==> config.mk <==
export PLATFORM = sky130hd
export DESIGN_NAME = mem_port_arbiter_flat
export DESIGN_NICKNAME = d
export VERILOG_FILES = /design/src/rtl/mem_port_arbiter_pkg.sv /design/src/rtl/mem_port_arbiter_if.sv /design/src/rtl/mem_port_arbiter_arb_pick.sv /design/src/rtl/mem_port_arbiter.sv /design/src/flat_wrapper.sv
export SDC_FILE = /design/constraint.sdc
export NUM_CORES = 1
export LEC_CHECK = 0
export BUFFER_PORTS_ARGS = -buffer_cell sky130_fd_sc_hd__buf_2
export CAP_MARGIN = 20
export CORE_AREA = 2 2 100 102
export DETAILED_ROUTE_END_ITERATION = 7
export DIE_AREA = 0 0 102 104
export HOLD_SLACK_MARGIN = 0.05
export PLACE_DENSITY = 0.69
export SYNTH_ARGS = -nofsm -noshare
export SYNTH_HDL_FRONTEND = slang
export SYNTH_SLANG_ARGS = --single-unit
==> constraint.sdc <==
create_clock -name clk -period 2.1 [get_ports clk]
set_input_delay 0.315 -clock clk [delete_from_list [all_inputs] [get_ports clk]]
set_output_delay 0.315 -clock clk [all_outputs]
set_load 0.03 [all_outputs]
==> src/rtl/mem_port_arbiter_pkg.sv <==
// Shared types for the instruction/data SRAM port arbiter.
package mem_arb_pkg;

    typedef enum logic [1:0] {
        OWN_NONE,
        OWN_IM,
        OWN_DM
    } owner_e;

    localparam logic [3:0] WEB_READ = 4'hF;

endpackage

==> src/rtl/mem_port_arbiter_if.sv <==
// Bundle of the IM port, DM port and SRAM command/data signals around the arbiter.
interface mem_port_arbiter_if #(
    parameter int ADDR_W = 14,
    parameter int DATA_W = 32
);
    logic                  im_req;
    logic [31:0]           im_addr;
    logic                  im_ready;
    logic                  im_valid;
    logic [DATA_W-1:0]     im_rdata;

    logic                  dm_req;
    logic [DATA_W/8-1:0]   dm_web;
    logic [31:0]           dm_addr;
    logic [DATA_W-1:0]     dm_wdata;
    logic                  dm_ready;
    logic                  dm_valid;
    logic [DATA_W-1:0]     dm_rdata;

    logic                  sram_cs;
    logic                  sram_oe;
    logic [DATA_W/8-1:0]   sram_web;
    logic [ADDR_W-1:0]     sram_a;
    logic [DATA_W-1:0]     sram_di;
    logic [DATA_W-1:0]     sram_do;

    // Arbiter side.
    modport slave (
        input  im_req, im_addr, dm_req, dm_web, dm_addr, dm_wdata, sram_do,
        output im_ready, im_valid, im_rdata, dm_ready, dm_valid, dm_rdata,
        output sram_cs, sram_oe, sram_web, sram_a, sram_di
    );

    // Core + SRAM side.
    modport master (
        output im_req, im_addr, dm_req, dm_web, dm_addr, dm_wdata, sram_do,
        input  im_ready, im_valid, im_rdata, dm_ready, dm_valid, dm_rdata,
        input  sram_cs, sram_oe, sram_web, sram_a, sram_di
    );

endinterface

==> src/rtl/mem_port_arbiter_arb_pick.sv <==
// Combinational two-requester picker. ARB_RR_EN selects round-robin on conflicts;
// otherwise DM always beats IM.
module arb_pick
    import mem_arb_pkg::*;
(
    input  logic   im_req,
    input  logic   dm_req,
    input  logic   last_q,   // 1: DM won the last conflict, 0: IM won it
    output owner_e owner
);

    // NOTE: every always_comb output gets a default first so no path can infer a latch.
    always_comb begin
        owner = OWN_NONE;
        if (im_req && dm_req) begin
`ifdef ARB_RR_EN
            owner = last_q ? OWN_IM : OWN_DM;
`else
            owner = OWN_DM;
`endif
        end else if (dm_req) begin
            owner = OWN_DM;
        end else if (im_req) begin
            owner = OWN_IM;
        end
    end

`ifndef ARB_RR_EN
    logic unused_last;
    assign unused_last = last_q;
`endif

endmodule

==> src/rtl/mem_port_arbiter.sv <==
// Shares one single-port SRAM between instruction fetch and MEM-stage data access.
// Define ARB_RR_EN for round-robin conflict resolution (default: DM over IM).
module mem_port_arbiter
    import mem_arb_pkg::*;
#(
    parameter int ADDR_W = 14,
    parameter int DATA_W = 32
) (
    input  logic                clk,
    input  logic                rst,
    mem_port_arbiter_if.slave   bus
);

    owner_e            winner;
    owner_e            resp_d, resp_q;
    logic              resp_rd_d, resp_rd_q;
    logic [DATA_W-1:0] im_hold_d, im_hold_q;
    logic [DATA_W-1:0] dm_hold_d, dm_hold_q;
    logic              last_q;

    arb_pick u_pick (
        .im_req (bus.im_req),
        .dm_req (bus.dm_req),
        .last_q (last_q),
        .owner  (winner)
    );

`ifdef ARB_RR_EN
    logic last_d;

    // Priority only flips on conflict cycles; lone grants leave it alone.
    always_comb begin
        last_d = last_q;
        if (bus.im_req && bus.dm_req) begin
            last_d = (winner == OWN_DM);
        end
    end

    always_ff @(posedge clk or negedge rst) begin
        if (!rst) begin
            last_q <= 1'b0;
        end else begin
            last_q <= last_d;
        end
    end
`else
    assign last_q = 1'b0;
`endif

    // SRAM command and grants follow the winner with no register in between.
    always_comb begin
        bus.im_ready = (winner == OWN_IM);
        bus.dm_ready = (winner == OWN_DM);
        bus.sram_cs  = 1'b0;
        bus.sram_web = WEB_READ;
        bus.sram_a   = '0;
        bus.sram_di  = '0;
        unique case (winner)
            OWN_IM: begin
                bus.sram_cs = 1'b1;
                bus.sram_a  = bus.im_addr[ADDR_W+1:2];
            end
            OWN_DM: begin
                bus.sram_cs  = 1'b1;
                bus.sram_web = bus.dm_web;
                bus.sram_a   = bus.dm_addr[ADDR_W+1:2];
                bus.sram_di  = bus.dm_wdata;
            end
            default: ;
        endcase
        bus.sram_oe = bus.sram_cs && (bus.sram_web == WEB_READ);
    end

    always_comb begin
        resp_d    = winner;
        resp_rd_d = bus.sram_oe;
        im_hold_d = im_hold_q;
        dm_hold_d = dm_hold_q;
        if (resp_q == OWN_IM) begin
            im_hold_d = bus.sram_do;
        end
        if (resp_q == OWN_DM && resp_rd_q) begin
            dm_hold_d = bus.sram_do;
        end
    end

    // Read data passes straight through in the response cycle, then is held.
    always_comb begin
        bus.im_valid = (resp_q == OWN_IM);
        bus.dm_valid = (resp_q == OWN_DM);
        bus.im_rdata = im_hold_d;
        bus.dm_rdata = dm_hold_d;
    end

    // NOTE: state uses non-blocking assignments so every flop samples pre-edge values.
    // NOTE: the rdata holding registers are reset because the ports must read 0 after reset.
    always_ff @(posedge clk or negedge rst) begin
        if (!rst) begin
            resp_q    <= OWN_NONE;
            resp_rd_q <= 1'b0;
            im_hold_q <= '0;
            dm_hold_q <= '0;
        end else begin
            resp_q    <= resp_d;
            resp_rd_q <= resp_rd_d;
            im_hold_q <= im_hold_d;
            dm_hold_q <= dm_hold_d;
        end
    end

    logic unused_addr_bits;
    assign unused_addr_bits = ^{bus.im_addr[31:ADDR_W+2], bus.im_addr[1:0],
                                bus.dm_addr[31:ADDR_W+2], bus.dm_addr[1:0]};

endmodule

==> src/flat_wrapper.sv <==
// flat-port wrapper written by rule: the top's interface ports become plain ports
module mem_port_arbiter_flat import mem_arb_pkg::*;
#(
    parameter int ADDR_W = 14,
    parameter int DATA_W = 32
)
  (clk, rst, bus_im_req, bus_im_addr, bus_dm_req, bus_dm_web, bus_dm_addr, bus_dm_wdata, bus_sram_do, bus_im_ready, bus_im_valid, bus_im_rdata, bus_dm_ready, bus_dm_valid, bus_dm_rdata, bus_sram_cs, bus_sram_oe, bus_sram_web, bus_sram_a, bus_sram_di);
  mem_port_arbiter_if #(.ADDR_W(ADDR_W), .DATA_W(DATA_W)) bus_i ();
  input  logic clk;
  input  logic rst;
  input wire logic [$bits(bus_i.im_req)-1:0] bus_im_req;
  input wire logic [$bits(bus_i.im_addr)-1:0] bus_im_addr;
  input wire logic [$bits(bus_i.dm_req)-1:0] bus_dm_req;
  input wire logic [$bits(bus_i.dm_web)-1:0] bus_dm_web;
  input wire logic [$bits(bus_i.dm_addr)-1:0] bus_dm_addr;
  input wire logic [$bits(bus_i.dm_wdata)-1:0] bus_dm_wdata;
  input wire logic [$bits(bus_i.sram_do)-1:0] bus_sram_do;
  output wire logic [$bits(bus_i.im_ready)-1:0] bus_im_ready;
  output wire logic [$bits(bus_i.im_valid)-1:0] bus_im_valid;
  output wire logic [$bits(bus_i.im_rdata)-1:0] bus_im_rdata;
  output wire logic [$bits(bus_i.dm_ready)-1:0] bus_dm_ready;
  output wire logic [$bits(bus_i.dm_valid)-1:0] bus_dm_valid;
  output wire logic [$bits(bus_i.dm_rdata)-1:0] bus_dm_rdata;
  output wire logic [$bits(bus_i.sram_cs)-1:0] bus_sram_cs;
  output wire logic [$bits(bus_i.sram_oe)-1:0] bus_sram_oe;
  output wire logic [$bits(bus_i.sram_web)-1:0] bus_sram_web;
  output wire logic [$bits(bus_i.sram_a)-1:0] bus_sram_a;
  output wire logic [$bits(bus_i.sram_di)-1:0] bus_sram_di;
  assign bus_i.im_req = bus_im_req;
  assign bus_i.im_addr = bus_im_addr;
  assign bus_i.dm_req = bus_dm_req;
  assign bus_i.dm_web = bus_dm_web;
  assign bus_i.dm_addr = bus_dm_addr;
  assign bus_i.dm_wdata = bus_dm_wdata;
  assign bus_i.sram_do = bus_sram_do;
  assign bus_im_ready = bus_i.im_ready;
  assign bus_im_valid = bus_i.im_valid;
  assign bus_im_rdata = bus_i.im_rdata;
  assign bus_dm_ready = bus_i.dm_ready;
  assign bus_dm_valid = bus_i.dm_valid;
  assign bus_dm_rdata = bus_i.dm_rdata;
  assign bus_sram_cs = bus_i.sram_cs;
  assign bus_sram_oe = bus_i.sram_oe;
  assign bus_sram_web = bus_i.sram_web;
  assign bus_sram_a = bus_i.sram_a;
  assign bus_sram_di = bus_i.sram_di;
  mem_port_arbiter #(.ADDR_W(ADDR_W), .DATA_W(DATA_W)) u_core (.clk(clk), .rst(rst), .bus(bus_i));
endmodule
# --- After elaboration in Yosys (flattened, before gate mapping) ---
# Cells that the tools add are included.
op_classes:
  eq_ne: 5
  muxes: 9
  reduce_logical: 4
ops:
  columns: ["cell", "count"]
  rows:
  - ["$mux W32", 3]
  - ["$pmux W14 S2", 1]
  - ["$eq A2 B1 Y1 const B", 2]
  - ["$eq A2 B2 Y1 const B", 2]
  - ["$eq A4 B4 Y1 const B", 1]
  - ["$mux W2", 2]
  - ["$mux W4", 1]
  - ["$logic_and A1 B1 Y1", 3]
  - ["$mux W1", 2]
  - ["$reduce_or A2 Y1", 1]
totals:
  regBits: 67
  input_bits: 136
  output_inout_bits: 120
  wordCells: 22

# --- Longest topological paths before layout ---
logic_depth:
  depth_word: 7
  mapped_depth: 4
  mapped_depth_nobuf: 2

# --- Hierarchy ---
# A second synthesis with hierarchy kept.
hier_totals:
  cells_unflattened: 223
  hier_area_um2: 3126.7
by_module_without_submodules:
  columns: ["module", "instances", "cells_each", "area_each_um2", "seq_area_each_um2"]
  rows:
  - ["mem_port_arbiter", 1, 221, 3116.7, 1676.6]
  - ["arb_pick", 1, 2, 10.0, 0.0]

# --- Worst setup path before layout ---
# No wires, ideal clock.
synth_timing:
  path_type: "flip-flop to output port"
  start: "reg u_core.resp_q[1]"
  end: "out bus_im_rdata[10]"
  t_arrival_ps: 1159
  t_required_ps: 1785
  setup_slack_ps: 626
  stages_incl_launch_ff: 5
  n_path_buf: 2
  cell_sequence: "dfrtp_1 > nand2b_4 > buf_6 > buf_12 > mux2_4"
synth_between:
  elab_chain_cells: 2
synth_rtl:
  columns: ["element", "line", "text"]
  rows:
  - ["start, declared", "mem_port_arbiter.sv:15", "owner_e resp_d, resp_q;"]
  - ["start signal, assigned", "mem_port_arbiter.sv:104", "resp_q <= resp_d;"]
  - ["$eq A2 B1 Y1", "mem_port_arbiter.sv:79", "if (resp_q == OWN_IM) begin"]
  - ["$mux W32", "mem_port_arbiter.sv:79", null]
  - ["end, declared", "flat_wrapper.sv:20", "output wire logic [$bits(bus_i.im_rdata)-1:0] bus_im_rdata;"]
# No other way between the ends.

# --- Worst setup path after layout ---
layout_timing:
  start: "reg u_core.resp_q[1]"
  end: "out bus_im_rdata[31]"
# Same word-level chain as after synthesis.

==> impl_results.md <==
* Compound-gate portion of the synthesized area at 4.25%
* # fillers at 931
* Largest family of logic cells by synthesized area: multiplexers
* CTS tree: done
* Final worst slack at 0.0862 ns
* GRT Util Overall at 15.8%
* Netlist cell types at 19
* Clk root buf: clkbuf_8
* Core area at 9550 sq um
* Switching Fraction at 36.2%
* Clk_skew at 0.0124 ns
* Fin crit share at 95.9%
* Area grow syn2layout at 46.2%
* Residual DRC at 0
* Dpl cell area at 4290 sq um
* Slew Limit Headroom at 76.6%
* Mux cell area share after synthesis at 27.1%
* H-tree depth at 3
* Die Y at 104 um
* Setup slack, reg-to-reg at 0.79 ns
* Post-synthesis adder-cell area fraction at 0%
* Synth Cell Area at 3090 sq um
* Status: complete, no violations
* Port Buf Inserts at 219
* WP data required at 1.78 ns
* Post-Synthesis Cells at 207
* Class of the most critical setup path: flip-flop to output port
* Final Hold Violating Endpoints at 0
* Synth Area in XOR/XNOR at 0%
* Overall routed net length at 8.41 mm
* Worst skew pair latency at 0.34 ns
* Final min period at 2.01 ns
* Total gr overflow at 0
* Final setup viols at 0
* Final instance area at 4520 sq um
* # diodes at 0
* Reg-to-Reg End: u_core.im_hold_q[31]
* Synthesized Nets at 343
* CTS buffer count at 9
* Post-Synth Simple-Gate Area at 9.39%
* Num rows at 36
* Leakage at 2.47 nW
* Max VDD drop at 0.000371 V
* Initial antenna violation count at 0
* I/O pins at 256
* Seq pwr share at 36.6%
* Final nets at 565
* Vias in the first global route at 2630
* Hold Path Sink: u_core.resp_q[1]
* Placement Setup Slack at 0.347 ns
* Drt first pass iters at 4
* PD cells at 976 nW/um^2
* Clock Tree Buf Depth at 2
* Starting density of the core at 32.4%
* Post-Route Setup TNS at 0 ns
* Max Cap Viol at 0
* HP Start: bus_dm_req
* Register area share after synthesis at 54.2%
* Clock Sinks at 67
* Final hold slack at 0.188 ns
* HPWL after DPL at 6.55 mm
* Internal at 0.00282 W
* Syn avg cell area at 14.9 sq um
* R2R Path Start: u_core.resp_q[1]
* Clk pwr share at 26.1%
* RSZ-0062 raised after global routing: no
* GPL Wtd Cong at 0.893
* Synth warn at 0
* Iteration-0 DRC Markers at 38
* Wire per inst at 14.9 um
* Hold Path Depth at 1
* Sw power at 0.00160 W
* Comb pwr share at 37.3%
* Post-route antenna net violation count at 0
* Crit path max fanout at 15
* Die footprint at 10600 sq um
* Pin count of the biggest net entering global routing at 68
* #FFs+latches synth at 67
* Worst-path clk slew at 0.06 ns
* First-pass GRT wire length at 13.0 mm
* Worst-margin pin slew at 0.351 ns
* Pins Over Slew Limit at 0
* Hold WC Path Type: primary input to flip-flop
* Die X at 102 um
* Setup crit end kind: output port
* Via count at 2479
* R2R depth at 3
* Vias per inst at 4.38
* Startpoint class of the critical path: flip-flop
* FMAX at 497 MHz
* Layout cells sized above 1 at 71.6%
* Critical Path AT at 1.70 ns
[layer usage]
metal	vias up	global-route usage, %	wire [um]
li1	1153	-	-
met1	1198	17.1	3240
met2	122	29.0	4530
met3	6	4.57	588
met4	0	4.86	55
met5	-	0	0
[placed cells by master (no fill, tap or decap), drive strengths merged, types with 2 or more instances in the layout]
cell      n
buf     227
dfrtp    67
mux2     64
and2     32
a22o     14
clkbuf    9
nand2b    5
nor2b     3
bufinv    2
inv       2
clkinv    2
[metrics by stage]
| stage | total power (W) | utilization (%) | cells |
|---|---|---|---|
| after floorplan | 0.00280 | - | 207 |
| after global placement | 0.00326 | 44.9 | 550 |
| after detailed placement | 0.00330 | 44.9 | 550 |
| after CTS | 0.00448 | 47.3 | 566 |
| after global routing | 0.00465 | 47.4 | 566 |
| final | 0.00441 | 47.4 | 566 |
[worst max path at each step]
stage,from,to,slack [ns],depth (start not counted)
6_report,u_core.resp_q[1],bus_im_rdata[31],0.09,4
3_5_place_dp,u_core.resp_q[1],bus_im_rdata[31],0.35,4
4_1_cts,u_core.resp_q[0],bus_dm_rdata[14],0.03,4
5_1_grt,u_core.resp_q[1],bus_im_rdata[31],0.0002,4
2_1_floorplan,u_core.resp_q[1],bus_im_rdata[10],0.63,4
3_3_place_gp,u_core.resp_q[1],bus_im_rdata[31],0.37,4
[cell type report]
class                           count  area (sq um)  share of cell area, %
Clock buffer                        9           124                   2.74
Clock inverter                      6          90.1                   1.99
Inverter                            1          3.75                 0.0830
Multi-Input combinational cell    122          1260                   27.8
Sequential cell                    67          1680                   37.1
Tap cell                          133           166                   3.68
Timing Repair Buffer              228          1200                   26.6
[state kept, by name, summed over array words and instances (netlist names)]
name and flops:
u_core.resp_rd_q 1, u_core.im_hold_q 32, u_core.dm_hold_q 32, u_core.resp_q 2
[synthesized netlist by cell type, drive strengths merged]
cell    number  area (sq um)
a22o        14           123
a31o         1          8.76
and2        32           200
and3         1          6.26
buf          9           103
clkbuf       8          51.3
dfrtp       67          1680
inv          1          3.75
mux2        64           837
nand2b       5          38.8
nand3b       1          20.0
nor2b        3          18.8
or2          1          6.26
[critical path, stage by stage (launching register included)]
cell and delay (ns):
dfrtp_1 0.40, nand2b_4 0.17, buf_6 0.22, mux2_2 0.38
buf_2 0.18
[power groups by stage]
stage / clock [W] / combinational, W / sequential [W]
floorplan: 0 / 0.00118 / 0.00161
global placement: 0 / 0.00163 / 0.00162
detailed placement: 0 / 0.00165 / 0.00164
CTS: 0.00120 / 0.00166 / 0.00162
global route: 0.00126 / 0.00174 / 0.00164
finish: 0.00115 / 0.00164 / 0.00162
[logic make-up (layout without fill, tap and decap cells)]
kind of cell           Yosys count  count (layout)
AOI/OAI and AO/OA               15              15
buffers and inverters           18             244
DFF                             67              67
muxes                           64              64
and+or+nand+nor                 43              43
[repair_timing]
| action | 4_1_cts | 5_1_grt |
|---|---|---|
| endpoints found under the setup margin | 3 | 8 |
| setup buffers | 0 | 0 |
| resized for setup | 2 | 1 |
| hold buffers | 1 | 0 |
| hold endpoints to repair | 67 | 0 |
| pin swaps | 0 | 0 |
No activity file was read; power rests on OpenSTA's default activity.
